[config.mk]
export PLATFORM = sky130hd
export DESIGN_NAME = instruction_fetch_unit
export DESIGN_NICKNAME = d
export VERILOG_FILES = /design/src/rtl/instruction_fetch_unit.sv
export SDC_FILE = /design/constraint.sdc
export NUM_CORES = 1
export LEC_CHECK = 0
export BUFFER_PORTS_ARGS = -buffer_cell sky130_fd_sc_hd__buf_2
export CAP_MARGIN = 20
export CORE_ASPECT_RATIO = 0.7
export CORE_MARGIN = 2
export CORE_UTILIZATION = 31
export CTS_BUF_LIST = sky130_fd_sc_hd__clkbuf_4 sky130_fd_sc_hd__clkbuf_8
export CTS_CLUSTER_DIAMETER = 120
export DETAILED_ROUTE_END_ITERATION = 8
export GPL_ROUTABILITY_DRIVEN = 0
export GPL_TIMING_DRIVEN = 0
export PLACE_DENSITY_LB_ADDON = 0.1
export SETUP_SLACK_MARGIN = 0.5
export SLEW_MARGIN = 0
export SYNTH_ARGS = -nofsm -noshare
export SYNTH_HDL_FRONTEND = slang
export SYNTH_SLANG_ARGS = --single-unit
export TNS_END_PERCENT = 20
[constraint.sdc]
create_clock -name CLK -period 4.2 [get_ports CLK]
set_input_delay 0.42 -clock CLK [delete_from_list [all_inputs] [get_ports CLK]]
set_output_delay 0.42 -clock CLK [all_outputs]
set_load 0.02 [all_outputs]
[src/rtl/instruction_fetch_unit.sv]
// Fetch stage: owns the PC, fetches one instruction word over a req/ack handshake,
// holds it for decode/execute and advances the PC when execute retires it.
module instruction_fetch_unit #(
  parameter logic [31:0] RESET_PC    = 32'h0000_0000,
  parameter int          COUNT_WIDTH = 32
) (
  input  logic                   CLK,
  input  logic                   Reset,
  input  logic                   Stall,
  output logic                   IMemReq,
  output logic [31:0]            IMemAddr,
  input  logic                   IMemAck,
  input  logic [31:0]            IMemData,
  output logic                   InstrValid,
  output logic [31:0]            Instruction,
  output logic [5:0]             Opcode,
  output logic [31:0]            PC,
  output logic [31:0]            PCPlus4,
  input  logic                   Retire,
  input  logic                   Branch,
  input  logic                   Zero,
  input  logic                   Jump,
  output logic [COUNT_WIDTH-1:0] RetireCount
);

  typedef enum logic [1:0] {S_IDLE, S_REQ, S_HOLD} state_t;

  localparam logic [31:0] RESET_PC_ALIGNED = {RESET_PC[31:2], 2'b00};

  state_t      state;
  logic [31:0] jumptarget;
  logic [31:0] branchoffset;
  logic [31:0] nextpc;

  assign PCPlus4      = PC + 32'd4;
  assign jumptarget   = {PCPlus4[31:28], Instruction[25:0], 2'b00};
  assign branchoffset = {{14{Instruction[15]}}, Instruction[15:0], 2'b00};

  // Every candidate target is word aligned, so PC[1:0] can never become nonzero.
  always_comb begin
    nextpc = PCPlus4;
    if (Jump)
      nextpc = jumptarget;
    else if (Branch && Zero)
      nextpc = PCPlus4 + branchoffset;
  end

  assign IMemReq    = (state == S_REQ);
  assign IMemAddr   = PC;
  assign InstrValid = (state == S_HOLD);
  assign Opcode     = Instruction[31:26];

  always_ff @(posedge CLK) begin
    if (Reset) begin
      state       <= S_IDLE;
      PC          <= RESET_PC_ALIGNED;
      Instruction <= '0;
      RetireCount <= '0;
    end else begin
      unique case (state)
        S_IDLE: begin
          if (!Stall)
            state <= S_REQ;
        end
        // An issued request always runs to its ack; Stall only gates new requests.
        S_REQ: begin
          if (IMemAck) begin
            Instruction <= IMemData;
            state       <= S_HOLD;
          end
        end
        S_HOLD: begin
          if (Retire) begin
            PC          <= nextpc;
            RetireCount <= RetireCount + COUNT_WIDTH'(1);
            state       <= Stall ? S_IDLE : S_REQ;
          end
        end
        default: state <= S_IDLE;
      endcase
    end
  end

endmodule
Word level (Yosys, flattened, before mapping). Index checks and enable logic that the tools add are counted.

Flip-flop bits (word level): 98. Output and inout port bits: 168. Logic and storage cells: 24.

Add/sub/neg operators: 3. Equality and inequality tests: 5. Multiplexer cells: 7. Reduce and logical (&&, ||, !) cells: 5.

Operators by type and width (number): $mux W32 (2); $add A32 B1 Y32 const B (1); $add A32 B3 Y32 const B (1); $add A32 B32 Y32 (1); $mux W2 (3); $pmux W2 S3 (1); $ne A2 B1 Y1 const B (2); $reduce_and A2 Y1 (2); $reduce_and A3 Y1 (1); $eq A2 B1 Y1 const B (1); $eq A2 B2 Y1 const B (1); $logic_not A2 Y1 (1); $ne A2 B2 Y1 const B (1); $logic_and A1 B1 Y1 (1); $mux W1 (1).

Longest topological paths before layout. Gate-level depths: netlist of run 1.

Depth in word-level cells: 4. Mapped depth: 16.

Least setup slack after synthesis of run 1. Ideal clock, no wire load.

Path type: register to register. From: register PC[2], in the netlist IMemAddr[2]. To: register PC[31], in the netlist IMemAddr[31]. Library setup time: 0.096 ns. Arrival: 4.066 ns. Slack: 0.039 ns. Stages on the path, launching flop included: 14. Path buffers: 0. Clock period less this slack: 4.161 ns. Cells stage by stage: dfxtp_1 > and2_1 > and4_1 > and3_1 > xor2_1 > ha_1 > or2_1 > a311oi_2 > nor2_2 > o41a_1 > o2111a_1 > or3_1 > and4_4 > o41ai_2.

Word-level cells in the longest chain between the ends: 4.

RTL lines: start: declaration (RTL line 17) `output logic [31:0] PC,`; start signal: assignment (RTL line 74) `PC <= nextpc;`; $add A32 B3 Y32 (RTL line 35) `assign PCPlus4 = PC + 32'd4;`; via PCPlus4[9] (RTL line 18) `output logic [31:0] PCPlus4,`; $add A32 B32 Y32 (RTL line 45) `nextpc = PCPlus4 + branchoffset;`; $mux W32 (RTL line 44) `else if (Branch && Zero)`; $mux W32 (RTL line 42) `if (Jump)`.

The timed path passes the listed nets, and every way through them passes these cells. A chain may end at the register's enable or synchronous reset.

Worst setup path after layout of run 1.
From: register PC[2], in the netlist IMemAddr[2]. To: register PC[31], in the netlist IMemAddr[31].

Word-level cells in the longest chain between the ends: 4.

RTL lines (RTL line): $add A32 B3 Y32 * (35); $add A32 B32 Y32 (45); $mux W32 (44); $mux W32 * (42).

Mark *: on every way between the ends. The rest lies on a longest branch, timed or not.

==> results of run 1 <==
[metrics by stage]
step,instances,cell area [sq um],TNS (ns),total power (uW),utilization
finish,1428,9210,0,1920,0.428
global route,1428,9210,0,2000,0.428
CTS,1414,8950,0,1930,0.416
detailed placement,1375,8330,-0.144,1260,0.387
global placement,1375,8330,-0.123,1260,0.387
floorplan,893,6980,0,1140,-
[cell usage in the layout, fill, tap and decap left out, drive strengths merged, types with 3 or more instances in the layout]
cell and instances:
a2111oi 3, a211oi 11, a21boi 4, a21o 25
a21oi 89, a221oi 5, a311oi 3, and2 11
and3 16, and4 13, buf 279, clkbuf 47
conb 6, dfxtp 96, ha 38, inv 16
nand2 140, nand2b 6, nand3 28, nand4 12
nor2 73, nor2b 5, nor3 22, nor3b 3
o211ai 18, o21a 5, o21ai 37, o22ai 3
o311ai 5, o31ai 8, or3 9, xnor2 28
xor2 43
[synth_stat cells (8+ instances only)]
master | instances | area [sq um]
ha_1 | 38 | 475
nand2_1 | 140 | 526
nand4_1 | 12 | 75.1
o211ai_1 | 18 | 135
or3_1 | 9 | 56.3
o21ai_0 | 37 | 185
xnor2_1 | 28 | 245
nand3_1 | 28 | 140
and4_1 | 11 | 96.3
and2_1 | 11 | 68.8
nor3_1 | 22 | 110
clkbuf_1 | 38 | 143
a211oi_1 | 11 | 82.6
inv_1 | 12 | 45.0
xor2_1 | 43 | 377
a21oi_1 | 89 | 445
nor2_1 | 72 | 270
buf_4 | 42 | 315
a21o_1 | 25 | 188
dfxtp_1 | 96 | 1920
o31ai_1 | 8 | 60.1
and3_1 | 16 | 100
[area by class of cell]
class,count,area share
Multi-Input combinational cell,704,0.527
Sequential cell,96,0.215
Timing Repair Buffer,236,0.140
Buffer,81,0.0525
Tap cell,282,0.0383
Clock buffer,9,0.0135
Clock inverter,7,0.00829
Inverter,12,0.00489
Antenna cell,1,0.000272
[power groups by stage]
stage / Sequential (uW) / Combinational (uW) / Clock (uW)
6_report: 946 / 307 / 667
2_1_floorplan: 986 / 155 / 0
3_3_place_gp: 976 / 280 / 0
5_1_grt: 948 / 331 / 719
3_5_place_dp: 976 / 281 / 0
4_1_cts: 949 / 294 / 685
[cells by family (layout without fill, tap and decap cells)]
| kind of cell | Yosys count | after routing | synth area share |
|---|---|---|---|
| mux | 2 | 2 | 0.00297 |
| simple gates | 348 | 348 | 0.243 |
| other cells | 1 | 7 | 0.000556 |
| compound gates | 238 | 238 | 0.228 |
| fa+ha+maj | 39 | 39 | 0.0735 |
| flops | 96 | 96 | 0.285 |
| buf+inv | 93 | 345 | 0.0752 |
| xor+xnor | 71 | 71 | 0.0922 |
[final timing paths]
check	endpoint	depth (start not counted)	slack, ns	from
worst max-delay path	IMemAddr[31]$_SDFFE_PP0P_	13	0.53	IMemAddr[2]$_SDFFE_PP0P_
worst min-delay path	state[0]$_SDFFE_PP0P_	2	0.20	Stall
worst max register to register	IMemAddr[31]$_SDFFE_PP0P_	13	0.53	IMemAddr[2]$_SDFFE_PP0P_
worst min register to register	Instruction[25]$_SDFFE_PP0P_	2	0.48	Instruction[25]$_SDFFE_PP0P_
[registers in the layout, indices dropped and copies added (netlist names)]
name,cells
IMemAddr,30
Instruction,32
state,2
RetireCount,32
[critical path: stages, from the launching register on]
cell      delay (ns)
dfxtp_4         0.38
and2_4          0.14
and4_4          0.21
and3_4          0.21
xor2_4          0.19
ha_4            0.24
or2_4           0.25
a311oi_4        0.39
nor2_2          0.10
o41a_1          0.44
o2111a_1        0.29
or3_4           0.35
and4_4          0.20
o41ai_2         0.18
[per-layer routing]
layer	vias to the layer above	GRT usage
li1	3631	-
met1	3485	0.343
met2	280	0.331
met3	29	0.0619
met4	4	0.0470
met5	-	0
[timing repair]
| action | 4_1_cts | 5_1_grt |
|---|---|---|
| gates cloned | 0 | 0 |
| pin swaps | 15 | 25 |
| endpoints found under the setup margin | 12 | 11 |
| buffers inserted | 23 | 12 |
| resized for setup | 56 | 36 |
==> flow_metrics.env, run 1 <==
export IMPL_status="finished, final reports clean"
export IMPL_drive_above_1_share=0.346
export IMPL_max_freq_mhz=273
export IMPL_cts_clk_slew_worst_paths_ns=0.11
export IMPL_wl_per_cell_um=19.2
export IMPL_grt_max_degree=25
export IMPL_final_nets=1219
export IMPL_layout_setup_ws_ns=0.532
export IMPL_seqPwrFrac=0.493
export IMPL_dieHeight_um=127
export IMPL_switching_share=0.317
export IMPL_pre_cts_ws_ns=-0.144
export IMPL_leakagePower_uw=0.00439
export IMPL_routed_top_layer="met5"
export IMPL_cts_buffer_depth=2
export IMPL_drt_wl_total_um=27500
export IMPL_startpoint_type="register"
export IMPL_fillCellCount=2274
export IMPL_portBuffers=200
export IMPL_die_x_um=180
export IMPL_cts_hold_fix_buffers=0
export IMPL_grt_pass1_vias=6780
export IMPL_die_area_sq_um=23000
export IMPL_multi_input_area_sq_um=4860
export IMPL_ir_worst_vdd_uv=133
export IMPL_power_switching_uw=610
export IMPL_required_ns=4.51
export IMPL_ys_flop_type="dfxtp_1"
export IMPL_rsz0062_at_grt="true"
export IMPL_dpl_hpwl_um=20900
export IMPL_drt_met1_wl_um=13900
export IMPL_detail_route_antenna_nets=0
export IMPL_seq_area_frac_synth=0.285
export IMPL_area_delta_synth_final_pct=36.6
export IMPL_crit_fanout=5
export IMPL_avgSynthCellArea_sq_um=7.59
export IMPL_synth_warnings=0
export IMPL_num_rows=45
export IMPL_fin_crit_ns=3.67
export IMPL_cap_violations=0
export IMPL_internal_power_uw=1310
export IMPL_p_per_area_nw_per_um2=209
export IMPL_numCtsBuffers=9
export IMPL_cp_arrival_ns=3.97
export IMPL_syn_inst=888
export IMPL_worstSkewPairLatency_ns=0.40
export IMPL_clock_skew_ns=0.0188
export IMPL_wl_met3_um=2180
export IMPL_regArea_sq_um=1980
export IMPL_critPathKind="register to register"
export IMPL_num_io_pins=208
export IMPL_clkPwrFrac=0.347
export IMPL_grt_antenna_before_repair=3
export IMPL_max_slew_worst_pin_slew_ns=0.837
export IMPL_finalSetupViolCount=0
export IMPL_syn_area_sq_um=6740
export IMPL_synth_edf_count=0
export IMPL_htreeDepth=3
export IMPL_timing_final_hold_violations=0
export IMPL_drt_iter0_markers=581
export IMPL_synth_seq_cells=96
export IMPL_hold_ws_ns=0.196
export IMPL_synth_cell_type_count=64
export IMPL_overflow=0
export IMPL_comb_power_share=0.160
export IMPL_via_per_inst=5.20
export IMPL_cts_root_buffer="clkbuf_8"
export IMPL_drt_pass1_iterations=5
export IMPL_drc_errors=0
export IMPL_vias=7429
export IMPL_grt_usage=0.231
export IMPL_core_sq_um=21500
export IMPL_wl_met2_um=11000
export IMPL_clock_sinks=96
export IMPL_synthArstFlopShare=0
export IMPL_finalCritPeriodShare=0.873
export IMPL_cts_tree="done"
export IMPL_hp_class="input port to register"
export IMPL_start_util=0.313
export IMPL_timing_final_max_slew_violations=0
export IMPL_crit_path_end_kind="register"
export IMPL_relSlewSlack=0.442
export IMPL_grt_pass1_wl_um=40600
Note: power is estimated with default switching activity, not from simulation.
==> run 2: changes to the inputs <==
--- a/config.mk
+++ b/config.mk
@@ -6,10 +6,10 @@
 export NUM_CORES = 1
 export LEC_CHECK = 0
 export BUFFER_PORTS_ARGS = -buffer_cell sky130_fd_sc_hd__buf_2
-export CAP_MARGIN = 20
+export CAP_MARGIN = 10
 export CORE_ASPECT_RATIO = 0.7
 export CORE_MARGIN = 2
-export CORE_UTILIZATION = 31
+export CORE_UTILIZATION = 40
 export CTS_BUF_LIST = sky130_fd_sc_hd__clkbuf_4 sky130_fd_sc_hd__clkbuf_8
 export CTS_CLUSTER_DIAMETER = 120
 export DETAILED_ROUTE_END_ITERATION = 8
==> flow_metrics.env, run 2 (synthesis results as in run 1) <==
export IMPL_status="finished, final reports clean"
export IMPL_cts_clk_slew_worst_paths_ns=0.10
export IMPL_timing_final_max_slew_violations=0
export IMPL_r2r_cells=13
export IMPL_rrSetupSlack_ns=0.50
export IMPL_final_common_cell="buf_2"
export IMPL_relSlewSlack=0.107
export IMPL_grt_antenna_before_repair=0
export IMPL_final_cell_mix="buf_2, nand2_1, a21oi_1, buf_4, dfxtp_1"
export IMPL_antenna_cells=0
export IMPL_detail_route_antenna_nets=0
export IMPL_drc_errors=0
export IMPL_design_area_sq_um=9210
export IMPL_leakagePower_uw=0.00438
export IMPL_htreeDepth=3
export IMPL_drt_wl_total_um=25800
export IMPL_cts_tree="done"
export IMPL_core_sq_um=16400
export IMPL_finalCritPeriodShare=0.882
export IMPL_fin_crit_ns=3.70
export IMPL_num_io_pins=208
export IMPL_clock_sinks=96
export IMPL_rsz0062_at_grt="true"
export IMPL_crit_fanout=5
export IMPL_portBuffers=200
export IMPL_cts_buffer_depth=2
export IMPL_cts_hold_fix_buffers=0
export IMPL_min_path_cells=2
export IMPL_required_ns=4.49
export IMPL_num_rows=39
export IMPL_die_x_um=159
export IMPL_wl_per_cell_um=18.8
export IMPL_max_freq_mhz=270
export IMPL_worstSkewPairLatency_ns=0.39
export IMPL_final_nets=1225
export IMPL_drt_iter0_markers=740
export IMPL_grt_pass1_vias=6758
export IMPL_start_util=0.411
export IMPL_drive_above_1_share=0.350
export IMPL_dpl_hpwl_um=19500
export IMPL_timing_final_hold_violations=0
export IMPL_vias=7645
export IMPL_fin_setup_tns_ns=0
export IMPL_via_per_inst=5.56
export IMPL_cp_arrival_ns=4.00
export IMPL_rr_endpoint="IMemAddr[31]$_SDFFE_PP0P_"
export IMPL_dpl_instance_area_sq_um=8260
export IMPL_critPathKind="register to register"
export IMPL_finalSetupViolCount=0
export IMPL_cap_violations=0
export IMPL_area_delta_synth_final_pct=36.5
export IMPL_overflow=0
export IMPL_crit_path_end_kind="register"
export IMPL_numCtsBuffers=9
export IMPL_ir_worst_vdd_uv=152
export IMPL_hp_start="Stall"
export IMPL_startpoint_type="register"
export IMPL_hold_end="state[0]$_SDFFE_PP0P_"
export IMPL_grt_max_degree=25
export IMPL_clock_skew_ns=0.00872
export IMPL_drt_pass1_iterations=5
export IMPL_p_per_area_nw_per_um2=213
export IMPL_die_area_sq_um=17900
export IMPL_max_slew_worst_pin_slew_ns=1.34
export IMPL_r2r_start="IMemAddr[2]$_SDFFE_PP0P_"
export IMPL_grt_pass1_wl_um=38800
export IMPL_dieHeight_um=113
export IMPL_grt_usage=0.279
export IMPL_cts_root_buffer="clkbuf_8"
export IMPL_hp_class="input port to register"
run 2: worst max-delay path, stage by stage, from the launching register on:
cell and delay, ns:
dfxtp_4 0.37, and2_4 0.14, and4_4 0.22, and3_4 0.23, xor2_4 0.19, ha_4 0.24
or2_4 0.25, a311oi_4 0.32, nor2_2 0.10, o41a_1 0.46, o2111a_2 0.32, or3_4 0.37
and4_4 0.19, o41ai_2 0.20
run 2: layer usage:
metal / global-route usage / vias up / wire (um)
li1: - / 3658 / -
met3: 0.0654 / 32 / 2560
met1: 0.428 / 3593 / 12400
met5: 0 / - / 0
met2: 0.393 / 362 / 10400
met4: 0.0533 / 0 / 368
run 2: worst max path at each step:
stage	start	endpoint	slack (ns)	cells after the start
2_1_floorplan	IMemAddr[2]$_SDFFE_PP0P_	IMemAddr[31]$_SDFFE_PP0P_	0.52	13
3_3_place_gp	IMemAddr[2]$_SDFFE_PP0P_	IMemAddr[21]$_SDFFE_PP0P_	-0.08	14
3_5_place_dp	IMemAddr[2]$_SDFFE_PP0P_	IMemAddr[21]$_SDFFE_PP0P_	-0.06	14
4_1_cts	IMemAddr[3]$_SDFFE_PP0P_	IMemAddr[30]$_SDFFE_PP0P_	0.46	12
5_1_grt	IMemAddr[10]$_SDFFE_PP0P_	IMemAddr[29]$_SDFFE_PP0P_	0.40	15
6_report	IMemAddr[2]$_SDFFE_PP0P_	IMemAddr[31]$_SDFFE_PP0P_	0.50	13
run 2: stage by stage:
stage | setup slack (ns) | hold WS (ns) | instances | total power, uW | utilization
after floorplan | 0.519 | 0.494 | 893 | 1140 | -
after global placement | -0.0824 | 0.459 | 1318 | 1250 | 0.504
after detailed placement | -0.0586 | 0.463 | 1318 | 1250 | 0.504
after CTS | 0.461 | 0.179 | 1353 | 1970 | 0.539
after global routing | 0.398 | 0.169 | 1375 | 2040 | 0.562
final | 0.495 | 0.200 | 1375 | 1960 | 0.562
run 2: cell type report:
cell class	count	area, sq um
timing repair buffer	242	1320
multi-input combinational	704	4880
buffer	81	484
tap	225	282
inverter	12	45.0
clock buffer	9	124
clock inverter	6	100
sequential	96	1970
fill	1642	7190
run 2: timing repair:
action,4_1_cts,5_1_grt
pin swaps,15,35
buffers inserted,20,22
endpoints found under the setup margin,10,11
gates resized for setup,49,50
hold endpoints to repair,0,0
run 2: power by group:
group | switching, uW | total, uW | internal (uW)
Sequential | 30.8 | 951 | 920
Combinational | 191 | 297 | 106
Clock | 371 | 716 | 345
==> run 3: changes to the inputs <==
--- a/config.mk
+++ b/config.mk
@@ -5,11 +5,11 @@
 export SDC_FILE = /design/constraint.sdc
 export NUM_CORES = 1
 export LEC_CHECK = 0
-export BUFFER_PORTS_ARGS = -buffer_cell sky130_fd_sc_hd__buf_2
+export BUFFER_PORTS_ARGS = -buffer_cell sky130_fd_sc_hd__clkbuf_2
 export CAP_MARGIN = 10
 export CORE_ASPECT_RATIO = 0.7
 export CORE_MARGIN = 2
-export CORE_UTILIZATION = 40
+export CORE_UTILIZATION = 50
 export CTS_BUF_LIST = sky130_fd_sc_hd__clkbuf_4 sky130_fd_sc_hd__clkbuf_8
 export CTS_CLUSTER_DIAMETER = 120
 export DETAILED_ROUTE_END_ITERATION = 8
@@ -17,6 +17,7 @@
 export GPL_TIMING_DRIVEN = 0
 export PLACE_DENSITY_LB_ADDON = 0.1
 export SETUP_SLACK_MARGIN = 0.5
+export SKIP_CTS_REPAIR_TIMING = 1
 export SLEW_MARGIN = 0
 export SYNTH_ARGS = -nofsm -noshare
 export SYNTH_HDL_FRONTEND = slang
==> flow_metrics.env, run 3 (synthesis results as in run 1) <==
export IMPL_via_per_inst=5.73
export IMPL_required_ns=4.50
export IMPL_die_x_um=143
export IMPL_seqPwrFrac=0.497
export IMPL_grt_pass1_vias=6534
export IMPL_drt_iter0_markers=591
export IMPL_grt_antenna_before_repair=0
export IMPL_clock_sinks=96
export IMPL_power_uw=1910
export IMPL_grt_max_degree=25
export IMPL_die_area_sq_um=14400
export IMPL_fin_crit_ns=3.60
export IMPL_area_delta_synth_final_pct=34.3
export IMPL_drt_pass1_iterations=5
export IMPL_startpoint_type="register"
export IMPL_num_rows=35
export IMPL_timing_final_hold_violations=0
export IMPL_vias=7606
export IMPL_cts_root_buffer="clkbuf_8"
export IMPL_core_sq_um=13200
export IMPL_timing_final_max_slew_violations=0
export IMPL_fin_setup_tns_ns=0
export IMPL_clock_skew_ns=0.0126
export IMPL_design_area_sq_um=9050
export IMPL_dpl_instance_area_sq_um=8210
export IMPL_drive_above_1_share=0.338
export IMPL_finalCritPeriodShare=0.857
export IMPL_comb_power_share=0.154
export IMPL_dieHeight_um=101
export IMPL_clkPwrFrac=0.349
export IMPL_wl_per_cell_um=17.9
export IMPL_max_freq_mhz=278
export IMPL_cp_slowest_cell="or3b_2"
export IMPL_numCtsBuffers=9
export IMPL_final_cell_mix="clkbuf_2, nand2_1, a21oi_1"
export IMPL_detail_route_antenna_nets=0
export IMPL_finalSetupViolCount=0
export IMPL_num_io_pins=208
export IMPL_drt_wl_total_um=23700
export IMPL_internal_power_uw=1320
export IMPL_antenna_cells=0
export IMPL_status="finished, final reports clean"
export IMPL_cap_violations=0
export IMPL_final_nets=1216
export IMPL_power_switching_uw=591
export IMPL_wl_met2_um=9550
export IMPL_routed_top_layer="met4"
export IMPL_leakagePower_uw=0.00420
export IMPL_grt_pass1_wl_um=35600
export IMPL_cts_buffer_depth=2
export IMPL_critPathMaxStageDelay_ns=0.46
export IMPL_hp_class="input port to register"
export IMPL_critPathKind="register to register"
export IMPL_cp_cell_sequence="and4_1 -> buf_6 -> nand4_1 -> buf_4 -> nor3_4 -> xor2_4 -> buf_4 -> ha_1 -> and4_1 -> nand2_1 -> o211ai_1 -> o2111a_1 -> nor3_1 -> or3b_2 -> a21oi_1"
export IMPL_p_per_area_nw_per_um2=211
export IMPL_worstSkewPairLatency_ns=0.39
export IMPL_drt_met1_wl_um=10900
export IMPL_crit_fanout=6
export IMPL_rsz0062_at_grt="true"
export IMPL_dpl_hpwl_um=17700
export IMPL_relSlewSlack=0.194
export IMPL_htreeDepth=3
export IMPL_portBuffers=200
export IMPL_cts_tree="done"
export IMPL_crit_path_end_kind="register"
export IMPL_max_slew_worst_pin_slew_ns=1.21
export IMPL_cp_arrival_ns=3.90
export IMPL_ir_worst_vdd_uv=149
export IMPL_rrSetupSlack_ns=0.60
export IMPL_start_util=0.512
export IMPL_grt_usage=0.318
export IMPL_switching_share=0.310
export IMPL_overflow=0
export IMPL_final_common_cell="clkbuf_2"
export IMPL_wl_met3_um=2610
export IMPL_cts_clk_slew_worst_paths_ns=0.10
export IMPL_drc_errors=0
run 3: changes by cell type in the layout (fill, tap and decap cells not counted), sizes merged:
cell / before / now
clkinv: 0 / 1
clkbuf: 46 / 245
buf: 286 / 79
bufinv: 2 / 1
run 3: power by group through the flow:
stage                     logic, uW  registers, uW  clock network (uW)
final                           293            949                 667
after detailed placement        270            973                   0
after global placement          269            972                   0
after global routing            317            952                 702
after floorplan                 155            986                   0
after CTS                       271            952                 670
run 3: path summary, 6_finish.rpt:
path,start,end,depth (start not counted)
worst min register to register,Instruction[28]$_SDFFE_PP0P_,Instruction[28]$_SDFFE_PP0P_,2
worst max register to register,IMemAddr[5]$_SDFFE_PP0P_,IMemAddr[30]$_SDFFE_PP0P_,15
worst min-delay path,Stall,state[0]$_SDFFE_PP0P_,2
worst max-delay path,IMemAddr[5]$_SDFFE_PP0P_,IMemAddr[30]$_SDFFE_PP0P_,15
run 3: area by class of cell:
type | count | area, sq um
multi-input cells | 704 | 4870
fillers | 1141 | 4130
flip-flops and latches | 96 | 1970
repair buffers | 233 | 1250
plain buffers | 81 | 478
well taps | 185 | 231
clock buffers | 10 | 131
clock inverters | 6 | 72.6
inverters | 12 | 45.0
run 3: stage by stage:
| stage | setup WS, ns | instances | util | hold slack (ns) |
|---|---|---|---|---|
| after floorplan | 0.519 | 893 | - | 0.494 |
| after global placement | 0.0637 | 1278 | 0.623 | 0.455 |
| after detailed placement | 0.115 | 1278 | 0.623 | 0.461 |
| after CTS | 0.0694 | 1294 | 0.638 | 0.197 |
| after global routing | 0.488 | 1327 | 0.687 | 0.211 |
| final | 0.600 | 1327 | 0.687 | 0.206 |
run 3: critical path, delay by kind of cell (launching register included):
kind            cells  cell delay (ns)
flops               1             0.39
fa+ha+maj           1             0.35
xor+xnor            1             0.14
simple gates        7             1.31
buf+inv             3             0.50
compound gates      3             0.83
run 3: metal layers:
layer | vias up | track usage
li1 | 3628 | -
met1 | 3521 | 0.469
met2 | 405 | 0.450
met3 | 52 | 0.0879
met4 | 0 | 0.0906
met5 | - | 0
